## src/rtl/flags.sv

```systemverilog
// Condition-code register {V,C,N,Z} for the 16-bit core.
// Captures ALU status under flags_en (optionally per-bit masked); flags_load restores the whole word.
module flags #(
  parameter logic [3:0] RESET_FLAGS = 4'b0000,
  parameter bit         USE_MASK    = 1'b1
) (
  input  logic       clk,
  input  logic       reset,
  input  logic       flags_en,
  input  logic       alu_zero,
  input  logic       alu_negative,
  input  logic       alu_carry,
  input  logic       alu_overflow,
  input  logic [3:0] alu_mask,
  input  logic       flags_load,
  input  logic [3:0] flags_in,
  output logic       zero_flag,
  output logic       negative_flag,
  output logic       carry_flag,
  output logic       overflow_flag,
  output logic [3:0] flags_out
);

  logic [3:0] alu_flags;
  logic [3:0] eff_mask;
  logic [3:0] flags_next;
  logic [3:0] flags_reg;

  assign alu_flags = {alu_overflow, alu_carry, alu_negative, alu_zero};
  assign eff_mask  = USE_MASK ? alu_mask : 4'b1111;

  // Restore beats capture; capture only touches bits whose mask bit is set.
  generate
    for (genvar gi = 0; gi < 4; gi++) begin : g_flag
      assign flags_next[gi] = flags_load                  ? flags_in[gi]  :
                              (flags_en && eff_mask[gi])  ? alu_flags[gi] :
                                                            flags_reg[gi];
    end
  endgenerate

  always_ff @(posedge clk or negedge reset) begin
    if (!reset) flags_reg <= RESET_FLAGS;
    else        flags_reg <= flags_next;
  end

  assign zero_flag     = flags_reg[0];
  assign negative_flag = flags_reg[1];
  assign carry_flag    = flags_reg[2];
  assign overflow_flag = flags_reg[3];
  assign flags_out     = {overflow_flag, carry_flag, negative_flag, zero_flag};

endmodule

```

## config.mk

```make
export PLATFORM = sky130hd
export DESIGN_NAME = flags
export DESIGN_NICKNAME = d
export VERILOG_FILES = /design/src/rtl/flags.sv
export SDC_FILE = /design/constraint.sdc
export NUM_CORES = 1
export LEC_CHECK = 0
export BUFFER_PORTS_ARGS = -buffer_cell sky130_fd_sc_hd__buf_4
export CORE_AREA = 2 2 39 41
export CTS_BUF_LIST = sky130_fd_sc_hd__clkbuf_4
export DETAILED_ROUTE_END_ITERATION = 16
export DIE_AREA = 0 0 41 43
export GPL_ROUTABILITY_DRIVEN = 0
export PLACE_DENSITY_LB_ADDON = 0.3
export SLEW_MARGIN = 15
export SYNTH_ARGS = -nofsm -noshare
export SYNTH_HDL_FRONTEND = slang
export SYNTH_SLANG_ARGS = --single-unit
```

## constraint.sdc

```tcl
create_clock -name clk -period 1.3 [get_ports clk]
set_input_delay 0.13 -clock clk [delete_from_list [all_inputs] [get_ports clk]]
set_output_delay 0.13 -clock clk [all_outputs]
set_load 0.01 [all_outputs]
```

# After elaboration in Yosys (flattened, before gate mapping)

Cells that the tools add are included.

Multiplexer cells: 8
Reduce and logical (&&, ||, !) cells: 8

Operators by type and width:

| kind                | number |
|---|---|
| $mux W1             | 8 |
| $reduce_bool A2 Y1  | 4 |
| $logic_and A1 B1 Y1 | 4 |

Register bits: 4
Logic and storage cells: 20

# Logic depth before layout (Yosys ltp)

Word-level depth: 3
Mapped depth: 2
Gate-level depth less buffers: 2

# Least setup slack after synthesis

Ideal clock, no wire load.

Path type: reg2reg
Start: reg, netlist name flags_out[0]
End: reg flags_reg[0], in the netlist flags_out[0]
Cell stages (with the launch flop): 3
Arrival: 0.751 ns
Required time: 1.176 ns
Slack: 0.425 ns
Period minus slack after synthesis: 0.875 ns
Cells stage by stage: dfrtp_1 -> a21boi_0 -> o31a_1

RTL lines:

| element              | RTL line | RTL |
|---|---|---|
| end signal, assigned | 43       | `else flags_reg <= flags_next;` |
| end, declared        | 27       | `logic [3:0] flags_reg;` |

# Final worst setup path

Start: reg flags_reg[3], in the netlist flags_out[3]
End: out flags_out[3]

RTL lines:

| element       | RTL line | RTL |
|---|---|---|
| end, declared | 21       | `output logic [3:0] flags_out` |

No word-level cell between the ends.

==> impl_results.rst <==
.. list-table::
   :header-rows: 1

   * - Metric
     - Value
   * - Initial standard-cell utilization of the core
     - 17.8%
   * - Crit Path Max Fanout
     - 3
   * - Post-cts resize count
     - 0
   * - Flip-flop and latch count after synthesis
     - 4
   * - Leading cell type in the layout, fill and taps excluded
     - buf_4
   * - Count of nets left with antenna violations after detail routing
     - 0
   * - Count of cells along the worst register-to-register path
     - 2
   * - Number of maximum-capacitance constraint violations
     - 0
   * - Worst ir drop on vdd
     - 0.813 mV
   * - Htree depth
     - 1
   * - Cells after Synth
     - 24
   * - Worst hold-check path type
     - in -> reg
   * - Worst stage delay on the critical path
     - between 0.3 and 0.4 ns
   * - Reg-to-reg slack, setup
     - approximately 0.44 ns
   * - Number of buffers on the longest clock path
     - 2
   * - Pin slew with the least headroom to its limit
     - about 0.15 ns
   * - CP top delay family
     - flip-flops
   * - CP Capture Type
     - output port
   * - Logic depth of the worst setup path including buffers
     - 1
   * - Crit path capture
     - flags_out[3]
   * - Data required time at the worst endpoint
     - 1.17 ns
   * - Capturing point of the worst reg2reg path
     - flags_out[3]
   * - Most frequent cells in the layout
     - 23 x buf_4, 4 x and3_1, 4 x a21boi_0, 4 x o31a_1, 4 x dfrtp_1
   * - Clock tree from TritonCTS
     - yes
   * - Floorplan core area
     - 0.00138 mm²
   * - Detailed-route vias per instance
     - ~4.2
   * - Buffer type at the clock tree root
     - clkbuf_4
   * - Height of the die
     - 43 µm
   * - Worst setup path start
     - flags_out[3]
   * - Area taken by multi-input logic gates
     - between 100 and 150 µm²
   * - Crit-path cells
     - buf_4
   * - Nets
     - between 60 and 70
   * - RSZ-0062 raised after global routing
     - false
   * - Clock buffers created by TritonCTS
     - 3
   * - Final instance area
     - about 440 µm²
   * - Layout-stage area growth over the synthesis result
     - 79.2%
   * - Min-Delay Startpoint
     - flags_load
   * - Max Freq
     - ~1.1 GHz
   * - Cell with the biggest individual delay on the critical path
     - dfrtp_1
   * - Top-Level Pins
     - 24
   * - Number of clock sinks seen by CTS
     - 4
   * - Die width
     - just over 40 µm
   * - CTS clk-pin slew, worst paths
     - 0.04 ns
   * - Average size of a mapped cell
     - between 10 and 15 µm²
   * - Normalized max-slew margin
     - 90.0%
   * - Final hold violations
     - 0
   * - Clock latency on the worst-skew pair
     - ~0.23 ns
   * - Pin count of the biggest net entering global routing
     - 9
   * - Drt first-iter violations
     - 1
   * - DR DRC count
     - 0
   * - Total grt overflow
     - 0
   * - First-pass GRT wire length
     - ~930 µm
   * - Port Buf Inserts
     - 23
   * - DR WL/cell
     - 10.1 µm
   * - Register area
     - roughly 100 µm²
   * - Drt first pass iters
     - 2
   * - Power density over the cells
     - between 900 and 1000 mW/mm²
   * - Global router's overall resource usage
     - ~8%
   * - Buf/Inv on CP
     - 1
   * - Vias in the first global route
     - 249
   * - Total Die Area
     - 0.00176 mm²
   * - Total number of vias
     - about 260
   * - Data arrival time of the critical path
     - 0.77 ns
   * - Seq/Total Area, Yosys
     - around 41%
   * - Outcome
     - complete, no violations
   * - Total count of max-transition violations in the final report
     - 0
   * - Layout Skew
     - 0 ns
   * - Fraction of final layout cells with drive strength greater than 1
     - 55.3%
   * - Minimum clock period after layout
     - about 0.9 ns
   * - Final worst-path cycle share
     - approximately 69%
   * - Post-Syn Nets
     - 40
   * - Number of distinct library cells after synthesis
     - 7
   * - Filler Cell Count
     - 153
   * - Category of the most critical setup path
     - reg -> out
   * - Setup violators final
     - 0
   * - Leakage power summed over all cells
     - 0.000225 µW
   * - Initial antenna violation count
     - 0
   * - Combined area of all synthesized cells
     - about 250 µm²
   * - Number of flip-flops under the largest register name
     - 4
   * - Yosys synthesis warning count
     - 0
   * - Site row count
     - 14
   * - CP startpoint kind
     - flip-flop
   * - Post-Route WL
     - roughly 640 µm
   * - Startpoint of the most critical register-to-register path
     - flags_out[3]
   * - Setup_tns
     - 0 ns
   * - Placed cell areas
     - a little over 400 µm²
   * - Ant. Diodes
     - 0
worst min path at each step:
stage | end | depth (start not counted)
2_1_floorplan | flags_out[0] | 0
3_3_place_gp | flags_out[0] | 1
3_5_place_dp | flags_out[2] | 1
4_1_cts | flags_out[0] | 2
5_1_grt | flags_out[0] | 2
6_report | flags_out[0] | 2
repair_timing:
| action | in CTS | in global routing |
|---|---|---|
| hold buffers | 1 | 0 |
| setup buffers | 0 | 0 |
| hold endpoints to repair | 4 | 0 |
| endpoints found under the setup margin | 0 | 0 |
power by group:
part           internal (µW)  switching (µW)
clock                    103            48.4
combinational           79.1            43.8
sequential               138            8.74
cell usage after synthesis (all sizes together):
master	n	area, µm²
or2b	1	7.51
buf	4	30.0
dfrtp	4	100
nand2b	3	18.8
a21boi	4	30.0
o31a	4	35.0
and3	4	25.0
cell type report:
type                    instances  share of cell area (%)
repair buffers                 24                    41.4
multi-input cells              16                    26.3
flip-flops and latches          4                    22.7
clock buffers                   3                    5.10
well taps                      16                    4.53
cells by family (layout without fill, tap and decap cells):
family / after synthesis / after routing / share of synthesized area, %
AO/OA/AOI/OAI: 8 / 8 / 26.4
buffers and inverters: 4 / 27 / 12.2
flip-flops: 4 / 4 / 40.6
AND/OR/NAND/NOR: 8 / 8 / 20.8
metal layers:
metal	GRT usage [%]	wire (µm)	part of all wire, %	vias up
met5	0	0	0	-
met4	0	0	0	0
met3	6.28	79	12	0
met2	12.8	320	50	16
met1	8.74	237	37	115
li1	-	-	-	131
per-stage QoR:
step / std cells / worst slack, ns / util [%] / power, µW / hold WS, ns
global placement: 59 / 0.438 / 29.6 / 270 / -0.0710
finish: 63 / 0.405 / 31.9 / 421 / 0.195
detailed placement: 59 / 0.436 / 29.6 / 271 / -0.0698
CTS: 63 / 0.389 / 31.9 / 434 / 0.199
floorplan: 24 / 0.425 / - / 204 / -0.166
global route: 63 / 0.369 / 31.9 / 458 / 0.203
No activity file was read; power rests on OpenSTA's default activity.
